==> src/rtl/pmu_pkg.sv <==
// Shared definitions for the PMU event counter bank: default sizes and the
// measurement window state encoding.
package pmu_pkg;

    localparam int unsigned REG_WIDTH  = 32;
    localparam int unsigned N_COUNTERS = 9;
    localparam int unsigned IDX_W      = (N_COUNTERS > 1) ? $clog2(N_COUNTERS) : 1;

    typedef enum logic {
        StIdle,
        StRun
    } win_state_e;

endpackage

==> src/rtl/pmu_counter_slice.sv <==
// One event counter with its sticky overflow flag and window snapshot register.
// Priority: reset, soft reset, software write, window end, increment.
module pmu_counter_slice #(
    parameter int unsigned REG_WIDTH = pmu_pkg::REG_WIDTH
) (
    input  logic                 i_clk,
    input  logic                 i_rst,
    input  logic                 i_softrst,
    input  logic                 i_inc,
    input  logic                 i_we,
    input  logic [REG_WIDTH-1:0] i_wr_data,
    input  logic                 i_win_end,
    input  logic                 i_ovf_clr,
    output logic [REG_WIDTH-1:0] o_count,
    output logic [REG_WIDTH-1:0] o_snapshot,
    output logic                 o_overflow
);
    import pmu_pkg::*;

    logic [REG_WIDTH-1:0] r_cnt;
    logic [REG_WIDTH-1:0] r_snap;
    logic                 r_ovf;
    logic [REG_WIDTH-1:0] w_cnt_inc;
    logic                 w_wrap;

    assign w_cnt_inc = r_cnt + REG_WIDTH'(i_inc);
    // A write drops this cycle's event, so it can never cause a wrap.
    assign w_wrap    = i_inc && !i_we && (r_cnt == '1);

    always_ff @(posedge i_clk or posedge i_rst) begin
        if (i_rst) begin
            r_cnt  <= '0;
            r_snap <= '0;
            r_ovf  <= 1'b0;
        end else if (i_softrst) begin
            r_cnt  <= '0;
            r_snap <= '0;
            r_ovf  <= 1'b0;
        end else begin
            if (i_we) begin
                r_cnt <= i_wr_data;
            end else if (i_win_end) begin
                r_cnt <= '0;
            end else begin
                r_cnt <= w_cnt_inc;
            end
            if (i_win_end) begin
                r_snap <= i_we ? r_cnt : w_cnt_inc;
            end
            r_ovf <= w_wrap | (r_ovf & ~i_ovf_clr);
        end
    end

    assign o_count    = r_cnt;
    assign o_snapshot = r_snap;
    assign o_overflow = r_ovf;

endmodule

==> src/rtl/pmu_event_counters.sv <==
// Bank of event counters with software writes, sticky overflow flags, a masked
// overflow interrupt and a periodic measurement window that snapshots and clears.
module pmu_event_counters #(
    parameter int unsigned REG_WIDTH  = pmu_pkg::REG_WIDTH,
    parameter int unsigned N_COUNTERS = pmu_pkg::N_COUNTERS
) (
    input  logic                  clk_i,
    input  logic                  rst_i,
    input  logic                  softrst_i,
    input  logic                  en_i,
    input  logic [N_COUNTERS-1:0] events_i,
    input  logic                  we_i,
    input  logic [((N_COUNTERS > 1) ? $clog2(N_COUNTERS) : 1)-1:0] wr_idx_i,
    input  logic [REG_WIDTH-1:0]  wr_data_i,
    input  logic [REG_WIDTH-1:0]  window_period_i,
    input  logic [N_COUNTERS-1:0] overflow_mask_i,
    input  logic [N_COUNTERS-1:0] overflow_clr_i,
    output logic [REG_WIDTH-1:0]  counter_value_o [0:N_COUNTERS-1],
    output logic [REG_WIDTH-1:0]  snapshot_o [0:N_COUNTERS-1],
    output logic                  snapshot_valid_o,
    output logic [N_COUNTERS-1:0] overflow_o,
    output logic                  intr_overflow_o
);
    import pmu_pkg::*;

    localparam int unsigned WIDX = (N_COUNTERS > 1) ? $clog2(N_COUNTERS) : 1;

    win_state_e            r_state;
    win_state_e            w_state_d;
    logic [REG_WIDTH-1:0]  r_win_cnt;
    logic [REG_WIDTH-1:0]  w_win_cnt_d;
    logic                  r_snap_valid;
    logic                  w_active;
    logic                  w_win_end;
    logic [N_COUNTERS-1:0] w_ovf;

    assign w_active = en_i && (window_period_i != '0);

    always_comb begin
        w_state_d   = r_state;
        w_win_cnt_d = r_win_cnt;
        w_win_end   = 1'b0;
        if (softrst_i) begin
            w_state_d   = StIdle;
            w_win_cnt_d = '0;
        end else begin
            unique case (r_state)
                StIdle: begin
                    w_win_cnt_d = '0;
                    if (w_active) begin
                        // The entering cycle already counts as the first window cycle.
                        w_state_d = StRun;
                        if (window_period_i == REG_WIDTH'(1)) begin
                            w_win_end = 1'b1;
                        end else begin
                            w_win_cnt_d = REG_WIDTH'(1);
                        end
                    end
                end
                StRun: begin
                    if (!w_active) begin
                        w_state_d   = StIdle;
                        w_win_cnt_d = '0;
                    end else if (r_win_cnt >= window_period_i - REG_WIDTH'(1)) begin
                        w_win_end   = 1'b1;
                        w_win_cnt_d = '0;
                    end else begin
                        w_win_cnt_d = r_win_cnt + REG_WIDTH'(1);
                    end
                end
                default: begin
                    w_state_d   = StIdle;
                    w_win_cnt_d = '0;
                end
            endcase
        end
    end

    always_ff @(posedge clk_i or posedge rst_i) begin
        if (rst_i) begin
            r_state      <= StIdle;
            r_win_cnt    <= '0;
            r_snap_valid <= 1'b0;
        end else begin
            r_state      <= w_state_d;
            r_win_cnt    <= w_win_cnt_d;
            r_snap_valid <= w_win_end;
        end
    end

    for (genvar g = 0; g < N_COUNTERS; g++) begin : g_slice
        pmu_counter_slice #(
            .REG_WIDTH(REG_WIDTH)
        ) u_slice (
            .i_clk      (clk_i),
            .i_rst      (rst_i),
            .i_softrst  (softrst_i),
            .i_inc      (en_i && events_i[g]),
            .i_we       (we_i && (wr_idx_i == WIDX'(g))),
            .i_wr_data  (wr_data_i),
            .i_win_end  (w_win_end),
            .i_ovf_clr  (overflow_clr_i[g]),
            .o_count    (counter_value_o[g]),
            .o_snapshot (snapshot_o[g]),
            .o_overflow (w_ovf[g])
        );
    end

    assign snapshot_valid_o = r_snap_valid;
    assign overflow_o       = w_ovf;
    assign intr_overflow_o  = |(w_ovf & overflow_mask_i);

endmodule

==> config.mk <==
export PLATFORM = sky130hd
export DESIGN_NAME = pmu_event_counters
export DESIGN_NICKNAME = d
export VERILOG_FILES = /design/src/rtl/pmu_pkg.sv /design/src/rtl/pmu_counter_slice.sv /design/src/rtl/pmu_event_counters.sv
export SDC_FILE = /design/constraint.sdc
export NUM_CORES = 2
export LEC_CHECK = 0
export CAP_MARGIN = 0
export CORE_AREA = 2 2 267 269
export CTS_CLUSTER_DIAMETER = 40
export DETAILED_ROUTE_END_ITERATION = 8
export DIE_AREA = 0 0 269 271
export HOLD_SLACK_MARGIN = 0.1
export MAX_ROUTING_LAYER = met4
export PLACE_DENSITY = 0.86
export SYNTH_ARGS = -nofsm -noshare
export SYNTH_HDL_FRONTEND = slang
export SYNTH_SLANG_ARGS = --single-unit
==> constraint.sdc <==
create_clock -name clk_i -period 27.9 [get_ports clk_i]
set_clock_uncertainty 0.05 [all_clocks]
set_input_delay 5.58 -clock clk_i [delete_from_list [all_inputs] [get_ports clk_i]]
set_output_delay 5.58 -clock clk_i [all_outputs]
set_load 0.05 [all_outputs]
# After elaboration in Yosys (flattened, before gate mapping)
# Index checks and enable logic that the tools add are counted.
# classes
addsub,11
n_reduce_logical,50
bitwise_logic,29
muxes,77
n_eq_ne,18
n_lt_le_gt_ge,1
# ops
op,n
$mux 32,57
$add 32x1->32,9
$eq 32x32->1 const B,9
$pmux 32 s2,1
$logic_and 1x1->1,37
$add 32x1->32 const B,1
$eq 32x1->1 const B,1
$ge 32x32->1,1
$reduce_bool 32->1,1
$sub 32x1->32 const B,1
$mux 1,18
$eq 4x3->1 const B,4
$not 1->1,10
$and 1x1->1,9
$and 9x9->9,1
$logic_not 1->1,9
$or 1x1->1,9
$reduce_or 9->1,1
$eq 4x2->1 const B,2
$eq 4x1->1 const B,1
$eq 4x4->1 const B,1
$logic_not 4->1,1
$pmux 1 s2,1
$reduce_bool 2->1,1
# word_totals
ff_bits,619

# Logic depth before layout (Yosys ltp)
# depth
word_depth,9
depth_mapped,18
ltp_nobuf,16

# Modules after synthesis
# From an unflattened synthesis, not the netlist that was laid out.
# hier_totals
hier_cells,4086
area_unflattened_um2,36526.3
# modules_own_cells
module,cells_per_inst,seq_area_each_um2,area_per_inst_um2,instances
pmu_counter_slice,413,1626.6,3698.5,9
pmu_event_counters,369,850.8,3239.4,1

# Least setup slack after synthesis
# Ideal clock, no wire load.
# synth_timing
kind,input -> output
startpoint,input port overflow_mask_i[3]
endpoint,output port intr_overflow_o
path_buffers,0
t_arrival_ns,6.396
path_stages,3
required_ns,22.270
path_slack_ns,15.874
cell_sequence,a22o_1 -> a221oi_1 -> nand3_1
# synth_between
elab_chain_cells,2
# synth_rtl
element,line_no,source
from (decl),pmu_event_counters.sv:16,"input logic [N_COUNTERS-1:0] overflow_mask_i,"
$and 9x9->9,pmu_event_counters.sv:111,assign intr_overflow_o = |(w_ovf & overflow_mask_i);
$reduce_or 9->1,pmu_event_counters.sv:111,
to (decl),pmu_event_counters.sv:22,output logic intr_overflow_o
# No other way between the ends.

# Worst setup path after layout
# Same ends and word-level chain as after synthesis.

==> flow_summary.json <==
{
  "holdPathStages": 1,
  "fp-row-count": 97,
  "critPathArrivalTime_ns": 7.43,
  "rsz0062_at_grt": "no",
  "r2r-end": "g_slice[2].u_slice.o_snapshot[17]",
  "setup_viol": 0,
  "first_pass_iters": 6,
  "ir_drop_mv": 0.0488,
  "ctsHoldBuffers": 0,
  "core_area_um2": 69800,
  "cts_made_buffers": 99,
  "hp-class": "flop to flop",
  "nets": 4418,
  "stdcell_area_um2": 46000,
  "port_buffers": 686,
  "whs_ns": 0.438,
  "ys.flop_type": "dfrtp_1",
  "syn_nets": 3848,
  "ys_seq_elements": 619,
  "crit_required_ns": 22.27,
  "synthArstFlopShare_pct": 100,
  "holdPathEnd": "g_slice[1].u_slice.o_snapshot[0]",
  "h-tree-depth": 3,
  "setup.worst_path.end_class": "output pin",
  "setup_slack_ns": 14.84,
  "yosysTopAreaCell": "dfrtp_1",
  "power_density_nw_per_um2": 55.7,
  "syn_avg_cell_area_um2": 9.41,
  "ctsResizeCount": 0,
  "pre_cts_slack_ns": 14.83,
  "clockBufferDepth": 3,
  "worstHoldStart": "g_slice[1].u_slice.o_snapshot[0]",
  "grtUsageTotal_pct": 40.6,
  "die_width_um": 269,
  "synth_top_area_share_pct": 44.5,
  "route.detailed.drc": 0,
  "syn2layout_area_growth_pct": 32.2,
  "r2r_cells": 11,
  "grt_pass1_wl_um": 214000,
  "path_max_fanout": 1,
  "worst_pin_slew_ns": 1.24,
  "synth.area.top_cells": "dfrtp_1, xnor2_1, a211oi_1, xor2_1, nor2_1",
  "hpwl_um": 98900,
  "clock_latency_ns": 0.66,
  "post_cts_buffers": 0,
  "synth-edff-count": 0,
  "pwr-share-clk_pct": 52.5,
  "syn_area_um2": 34800,
  "ys_seq_area_share_pct": 44.5,
  "ant_nets": 0,
  "cts.sinks": 619,
  "crit_type": "primary input to output pin",
  "regToRegSetupSlack_ns": 22.82,
  "ys_warn_count": 0,
  "fin_crit_sh_pct": 46.8,
  "clockRootBuffer": "clkbuf_16",
  "yosysUniqueCellTypes": 66,
  "power.leakage_uw": 0.0179,
  "viasPerCell": 6.34,
  "die_h_um": 271,
  "drt_wl_total_um": 146000,
  "cp-start-kind": "primary input",
  "die_area_um2": 72900,
  "ios": 687,
  "power.switching_uw": 724,
  "first_global_vias": 32311,
  "internal_power_uw": 1830,
  "placed_area_um2": 42300,
  "final_max_slew_viol_count": 0,
  "antenna_found_initial": 10,
  "drt_iter0_drc": 4043,
  "synthCells": 3695,
  "wl_per_cell_um": 27.5,
  "combPwrFrac_pct": 10.7,
  "start_util_pct": 49.8,
  "fmax_mhz": 76.6,
  "grt.overflow.total": 0,
  "drv_cap": 0,
  "tritoncts": "done",
  "r2r-start": "r_win_cnt[17]",
  "clkTransAtPathRegs_ns": 0.05,
  "p_sw_share_pct": 28.3,
  "via_count": 33663,
  "status": "completed",
  "min_period_ns": 13.06,
  "drive_above_1_share_pct": 6.96,
  "fin_tns_setup_ns": 0,
  "p_seq_share_pct": 36.8,
  "globalplace.congestion": 0.988,
  "hold_viol": 0,
  "worst_slew_margin_rel_pct": 17.3,
  "grt_max_degree": 182
}
stage by stage:
step	utilization (%)	instances	total power, µW
after floorplan	-	3695	1100
after global placement	60.6	5104	1220
after detailed placement	60.6	5104	1220
after CTS	65.8	5291	2560
after global routing	65.8	5303	2610
final	65.9	5312	2560
logic make-up (layout without fill, tap and decap cells):
kind of cell / count (synthesis) / in the layout / share of synthesized area, %
muxes: 4 / 4 / 0.115
and+or+nand+nor: 1332 / 1332 / 18.0
buffers and inverters: 315 / 971 / 3.86
adders and majority gates: 53 / 53 / 1.91
xor gates and xnor gates: 594 / 594 / 15.0
other: 0 / 21 / 0
AOI/OAI and AO/OA: 778 / 778 / 16.6
DFF: 619 / 619 / 44.5
cells in the final DEF (no fill, tap or decap), drive strengths merged, types with 34 or more instances in the layout:
cell type	Yosys	final
a211oi	297	297
a21oi	180	180
a22o	114	114
and3	62	62
buf	102	73
clkbuf	187	119
clkdlybuf4s50	0	685
dfrtp	619	619
ha	53	53
inv	26	48
nand2	319	319
nand3	165	165
nand4	92	92
nor2	424	424
nor3	114	114
nor4	39	39
o2bb2ai	34	34
o32ai	79	79
xnor2	342	342
xor2	252	252
state kept, by name (all words and copies together), names as in the netlist:
register	cells
g_slice.u_slice.o_count	288
g_slice.u_slice.o_snapshot	288
r_win_cnt	32
g_slice.u_slice.o_overflow	9
r_state	1
snapshot_valid_o	1
power groups by stage:
| stage | clock (µW) | combinational [µW] | sequential [µW] |
|---|---|---|---|
| 4_1_cts | 1340 | 271 | 941 |
| 5_1_grt | 1390 | 285 | 943 |
| 3_3_place_gp | 0 | 266 | 955 |
| 6_report | 1340 | 273 | 941 |
| 2_1_floorplan | 0 | 91.3 | 1010 |
| 3_5_place_dp | 0 | 269 | 956 |
layer usage:
layer	track usage (%)	up-vias	part of all wire [%]
li1	-	14418	-
met1	49.9	16459	36
met2	57.2	2254	43
met3	12.1	532	12
met4	27.7	0	7.9
met5	-	-	0
final cells by class:
cell class              instances  area (µm²)
clock inverters                68         930
well taps                     940        1180
multi-input cells            2761       18100
diodes                         21        52.6
fillers                      5381       23800
inverters                      26         110
repair buffers                758        7430
clock buffers                 119        2720
flip-flops and latches        619       15500
critical path, stage by stage:
cell             delay, ns
clkdlybuf4s50_1       0.40
a22o_1                0.33
a221oi_1              0.30
nand3_1               0.11
clkdlybuf4s50_1       0.71
cells in the mapped netlist (25+ instances only):
| cell type | number |
|---|---|
| nand4_1 | 92 |
| nor2_1 | 421 |
| inv_1 | 25 |
| a21oi_1 | 179 |
| a211oi_1 | 297 |
| clkbuf_1 | 187 |
| nand3_1 | 164 |
| nand2_1 | 319 |
| buf_2 | 58 |
| xor2_1 | 252 |
| a22o_1 | 114 |
| o2bb2ai_1 | 34 |
| o32ai_1 | 79 |
| and3_1 | 62 |
| and2_1 | 25 |
| nor4_1 | 38 |
| dfrtp_1 | 619 |
| and4_1 | 26 |
| nor3_1 | 113 |
| ha_1 | 53 |
| xnor2_1 | 342 |
worst max-delay path by stage:
stage,from,endpoint,slack [ns],cells past startpoint
global placement,overflow_mask_i[3],intr_overflow_o,14.86,5
floorplan,rst_i,g_slice[0].u_slice.o_count[0],4.94,1
CTS,overflow_mask_i[3],intr_overflow_o,14.82,5
detailed placement,overflow_mask_i[3],intr_overflow_o,14.83,5
global route,overflow_mask_i[3],intr_overflow_o,14.77,5
finish,overflow_mask_i[3],intr_overflow_o,14.84,5
(Power assumes the default switching activity.)
